**config.mk**
```make
export PLATFORM = sky130hd
export DESIGN_NAME = ncpu32k_bpu_ctrl
export DESIGN_NICKNAME = d
export VERILOG_FILES = /design/src/rtl/ncpu32k_bpu_ctrl.sv
export SDC_FILE = /design/constraint.sdc
export NUM_CORES = 1
export LEC_CHECK = 0
export BUFFER_PORTS_ARGS = -buffer_cell sky130_fd_sc_hd__clkbuf_2
export CORE_ASPECT_RATIO = 1.5
export CORE_MARGIN = 3
export CORE_UTILIZATION = 52
export CTS_CLUSTER_SIZE = 28
export DETAILED_ROUTE_END_ITERATION = 16
export PLACE_DENSITY = 0.88
export SYNTH_ARGS = -nofsm -noshare
export SYNTH_HDL_FRONTEND = slang
export SYNTH_SLANG_ARGS = --single-unit
```
**constraint.sdc**
```tcl
create_clock -name clk -period 2.7 [get_ports clk]
set_clock_uncertainty 0.05 [all_clocks]
set_input_delay 0.54 -clock clk [delete_from_list [all_inputs] [get_ports clk]]
set_output_delay 0.54 -clock clk [all_outputs]
set_load 0.01 [all_outputs]
```
**src/rtl/ncpu32k_bpu_ctrl.sv**
```systemverilog
// Branch predictor update sequencer: clears the table after reset/flush, then
// funnels two resolution writeback streams through a small queue into bpu_wb.
module ncpu32k_bpu_ctrl #(
    parameter int CONFIG_BPU_IDX_DW    = 6,
    parameter int CONFIG_BPU_WBQ_DEPTH = 4,
    parameter int NCPU_AW              = 32
) (
    input  logic               clk,
    input  logic               rst_n,
    input  logic               flush,
    input  logic               req0_valid,
    output logic               req0_ready,
    input  logic [NCPU_AW-3:0] req0_pc,
    input  logic               req0_taken,
    input  logic [NCPU_AW-3:0] req0_tgt,
    input  logic               req1_valid,
    output logic               req1_ready,
    input  logic [NCPU_AW-3:0] req1_pc,
    input  logic               req1_taken,
    input  logic [NCPU_AW-3:0] req1_tgt,
    output logic               bpu_wb,
    output logic [NCPU_AW-3:0] bpu_wb_insn_pc,
    output logic               bpu_wb_taken,
    output logic [NCPU_AW-3:0] bpu_wb_tgt,
    output logic               bpu_wb_clr,
    input  logic               bpu_pred_taken_i,
    output logic               bpu_pred_taken,
    output logic               busy
);

    localparam int IDX = CONFIG_BPU_IDX_DW;
    localparam int DEPTH = CONFIG_BPU_WBQ_DEPTH;
    localparam logic [IDX-1:0] IDX_LAST = '1;
    localparam logic [IDX-1:0] IDX_ONE = {{(IDX-1){1'b0}}, 1'b1};

    typedef enum logic [1:0] {
        IDLE = 2'd0,
        INIT = 2'd1,
        RUN  = 2'd2
    } state_t;

    state_t             state;
    state_t             state_nxt;
    logic [IDX-1:0]     idx;
    logic [1:0]         rptr;
    logic [1:0]         wptr;
    logic [1:0]         wptr_req1;
    logic [2:0]         count;
    logic [2:0]         count_nxt;
    logic               push0;
    logic               push1;
    logic               pop;
    logic [NCPU_AW-3:0] q_pc    [DEPTH];
    logic [NCPU_AW-3:0] q_tgt   [DEPTH];
    logic               q_taken [DEPTH];

    always_ff @(posedge clk or negedge rst_n) begin
        if (!rst_n) state <= IDLE;
        else        state <= state_nxt;
    end

    // A flush holds or returns the walk to INIT; the last clear write hands over to RUN.
    always_comb begin
        state_nxt = state;
        case (state)
            IDLE:    state_nxt = INIT;
            INIT:    if (!flush && idx == IDX_LAST) state_nxt = RUN;
            RUN:     if (flush) state_nxt = INIT;
            default: state_nxt = IDLE;
        endcase
    end

    always_comb begin
        req0_ready     = 1'b0;
        req1_ready     = 1'b0;
        bpu_wb         = 1'b0;
        bpu_wb_clr     = 1'b0;
        bpu_wb_insn_pc = '0;
        bpu_wb_taken   = 1'b0;
        bpu_wb_tgt     = '0;
        // Readies use the registered count, so a same-cycle pop never frees a slot early.
        if (state != IDLE && !flush) begin
            req0_ready = (count <= 3'(DEPTH - 1));
            req1_ready = (count <= 3'(DEPTH - 2));
        end
        case (state)
            INIT: begin
                bpu_wb         = 1'b1;
                bpu_wb_clr     = 1'b1;
                bpu_wb_insn_pc = {{(NCPU_AW - 2 - IDX){1'b0}}, idx};
            end
            RUN: begin
                bpu_wb         = (count != 3'd0) && !flush;
                bpu_wb_insn_pc = q_pc[rptr];
                bpu_wb_taken   = q_taken[rptr];
                bpu_wb_tgt     = q_tgt[rptr];
            end
            default: ;
        endcase
    end

    assign busy           = (state != RUN);
    assign bpu_pred_taken = bpu_pred_taken_i && (state == RUN);

    always_ff @(posedge clk or negedge rst_n) begin
        if (!rst_n)                         idx <= '0;
        else if (state == IDLE || flush)    idx <= '0;
        else if (state == INIT)             idx <= idx + IDX_ONE;
    end

    assign push0     = req0_valid && req0_ready;
    assign push1     = req1_valid && req1_ready;
    assign pop       = bpu_wb && (state == RUN);
    assign wptr_req1 = wptr + {1'b0, push0};
    assign count_nxt = count + {2'b00, push0} + {2'b00, push1} - {2'b00, pop};

    // req0 is the older instruction, so it always takes the first free slot.
    always_ff @(posedge clk or negedge rst_n) begin
        if (!rst_n) begin
            for (int i = 0; i < DEPTH; i++) begin
                q_pc[i]    <= '0;
                q_tgt[i]   <= '0;
                q_taken[i] <= 1'b0;
            end
            wptr  <= '0;
            rptr  <= '0;
            count <= '0;
        end else if (flush) begin
            wptr  <= '0;
            rptr  <= '0;
            count <= '0;
        end else begin
            if (push0) begin
                q_pc[wptr]    <= req0_pc;
                q_tgt[wptr]   <= req0_tgt;
                q_taken[wptr] <= req0_taken;
            end
            if (push1) begin
                q_pc[wptr_req1]    <= req1_pc;
                q_tgt[wptr_req1]   <= req1_tgt;
                q_taken[wptr_req1] <= req1_taken;
            end
            wptr  <= wptr + {1'b0, push0} + {1'b0, push1};
            rptr  <= rptr + {1'b0, pop};
            count <= count_nxt;
        end
    end

endmodule
```
==> flow_summary.toml <==
[power]
ir_worst_vdd_v = 0.000657
p_total_mw = 17.1
p_per_area_nw_per_um2 = 1000
leakagePower_nw = 7.79

[timing]
post-route-period-util_pct = 104
tightest_slew_ns = 0.878
final_max_slew_viol_count = 0
hold_viol = 0
hold_slack_ns = 0.233
setup_viol = 24
grt_setup_unrepaired = "yes"
tns_ns = -0.496
max_freq_mhz = 355
fin_crit_ns = 2.82
setup_slack_ns = -0.116
timing.slew.headroom_pct = 41.5

[outcome]
violations = "negative setup slack"
outcome = "finished, violations left"

[global_route]
grt.total_usage_pct = 29.5
antenna_found_initial = 6
grt_use_met1_pct = 35.3
met2_usage_pct = 49.8
grt_pass1_wl_um = 68100
gr-usage-met3_pct = 4.60
busiest_layer = "met2"
grt_overflow = 0
grt_pass1_vias = 13300
grt_max_degree = 82

[detailed_routing]
vias = 13700
ant_nets = 0
wirelength_um = 46800
wire_per_inst_um = 22.1
first_iter_violations = 1598
drc = 0
avgViaCountPerCell = 6.45
firstDrtPassIters = 9

[flow_run]
drv_cap = 0

[worst_setup_path]
r2r_end = "q_tgt[118]"
r2r_cells = 11
r2r_slack_ns = -0.12
worst_setup_path_end_kind = "flip-flop"
cp-start-kind = "flip-flop"
worstReg2RegStart = "state[1]"
worstSetupPathType = "reg -> reg"
worstPathMaxFanout = 11
required_ns = 3.04
cp.arrival_ns = 3.16

[cts]
clock_path_buffers = 3
clock-sinks = 259
cts_buffers = 26
cts_root_buffer = "clkbuf_16"
cts_tree = "yes"
htreeDepth = 1
clk_latency_ns = 0.53
clkTransAtPathRegs_ns = 0.07

[synthesis]
synthTopCellsByArea = "dfrtp_1 (47%), nand2_1 (12%), mux4_2 (10%), a31oi_1 (9.2%), nor2_1 (7.0%)"
yosysTopAreaCellShare_pct = 47.1
synth-edff-count = 0
ys_types = 36
syn-cell-area_sq_um = 13800
syn_area_per_cell_sq_um = 8.73
yosysWarnings = 0
synthFlopType = "dfrtp_1"
synth_area_leader_cell = "dfrtp_1"
ys_async_sr_fraction_pct = 100
synth-seq-cells = 259
seq_area_frac_synth_pct = 47.1
synthCells = 1577
syn-num-nets = 1719

[worst_hold_path]
min_from = "req0_tgt[3]"
min_path_type = "in -> reg"
hold_end = "q_tgt[63]"
whs_path_depth = 3

[final_layout]
fill_cells = 1953
final_nets = 1902
layout_common_cells = "nand2_1 (449), dfrtp_1 (257), nor2_1 (232)"
final_common_cell = "nand2_1"
area_growth_syn_to_layout_pct = 24.0
stdcell_count = 2118
layout-drive-gt1-share_pct = 26.4

[placed_design]
post-dp-hpwl_um = 27300
dp.cells = 2035
gp_congestion = 0.867
numPortBuffers = 194

[floorplanning]
pin_count = 195
die-area_sq_um = 28500
die-width_um = 139
rows = 72
coreArea_sq_um = 25900
dieHeight_um = 205
start_util_pct = 53.0
==> logic make-up after synthesis <==
logic type,count (synthesis),share of synthesized area [%]
XOR/XNOR,9,0.573
multiplexers,64,10.2
adder cells (fa/ha/maj),14,1.38
buffers and inverters,137,4.22
AO/OA/AOI/OAI,302,13.2
AND/OR/NAND/NOR,792,23.4
flip-flops,259,47.1
==> how the worst max path moves through the flow <==
stage	from	cells past startpoint	end	slack, ns
CTS	rptr[0]	4	bpu_wb_tgt[1]	-0.06
global route	state[1]	11	q_tgt[118]	-0.24
detailed placement	state[1]	10	count[2]	0.03
global placement	state[1]	9	count[1]	0.11
finish	state[1]	11	q_tgt[118]	-0.12
floorplan	state[0]	10	count[1]	0.02
==> cell usage after synthesis, types with 2 or more instances <==
master     instances
o2111ai_1          2
nand4_1            2
ha_1              12
fa_1               2
o21ai_0            3
a31oi_1          203
buf_1             10
nor3b_1            2
inv_1              9
and3_1             4
nor2_1           257
buf_2             53
a21oi_1           83
a22o_1             6
mux2i_1            2
xnor2_1            5
xor2_1             4
nand3_1            5
o211ai_1           2
and2_1            61
dfrtp_1          259
mux4_2            61
nor2b_1            5
clkbuf_1          65
nand2_1          449
==> flip-flops by register name, summed over array words and instances, names as in the netlist <==
signal	cells
q_pc	120
state	2
q_taken	4
idx	6
count	3
q_tgt	120
wptr	2
rptr	2
==> metal layers <==
layer  share of wire, %  up-vias  routed length, um
met5                  0        -                  0
met4                6.6        0               3090
met3                 11      261               5010
met2                 50     1110              23200
met1                 33     6521              15500
li1                   -     5761                  -
==> power by group <==
group | internal [mW] | switching (mW) | total (mW)
sequential | 5.64 | 1.04 | 6.68
clock | 2.30 | 1.58 | 3.88
combinational | 3.16 | 3.38 | 6.54
total | 11.1 | 6.00 | 17.1
==> critical path: stages, from the launching register on <==
cell       delay (ns)
dfrtp_1          0.41
inv_2            0.08
ha_4             0.18
nor4b_4          0.27
and2_4           0.21
ha_4             0.20
nor4b_4          0.29
o211ai_1         0.24
clkbuf_16        0.27
buf_6            0.16
nor2_1           0.20
a31oi_1          0.11
==> through the flow <==
stage | cell area, sq um | worst slack, ns | utilization, %
detailed placement | 15500 | 0.0344 | 59.6
global placement | 15500 | 0.114 | 59.6
CTS | 16500 | -0.0612 | 63.5
floorplan | 13800 | 0.0177 | -
finish | 17100 | -0.116 | 65.8
global route | 17100 | -0.241 | 65.8
==> what timing repair did <==
item	CTS	global route
endpoints found under the hold margin	32	0
endpoints found under the setup margin	56	202
hold buffers	1	0
buffers inserted	3	17
cloned	0	9
pin swaps	11	6
gates resized for setup	22	68
==> cell type report <==
class                   instances  area (sq um)  area share, %
well taps                     333           417           2.44
diodes                          6          15.0         0.0880
flip-flops and latches        259          6490           38.0
inverters                       9          33.8          0.198
repair buffers                283          2190           12.8
clock buffers                  37           783           4.59
clock inverters                10           128          0.748
multi-input cells            1181          7010           41.1
Power figures use the tool's default switching activity.
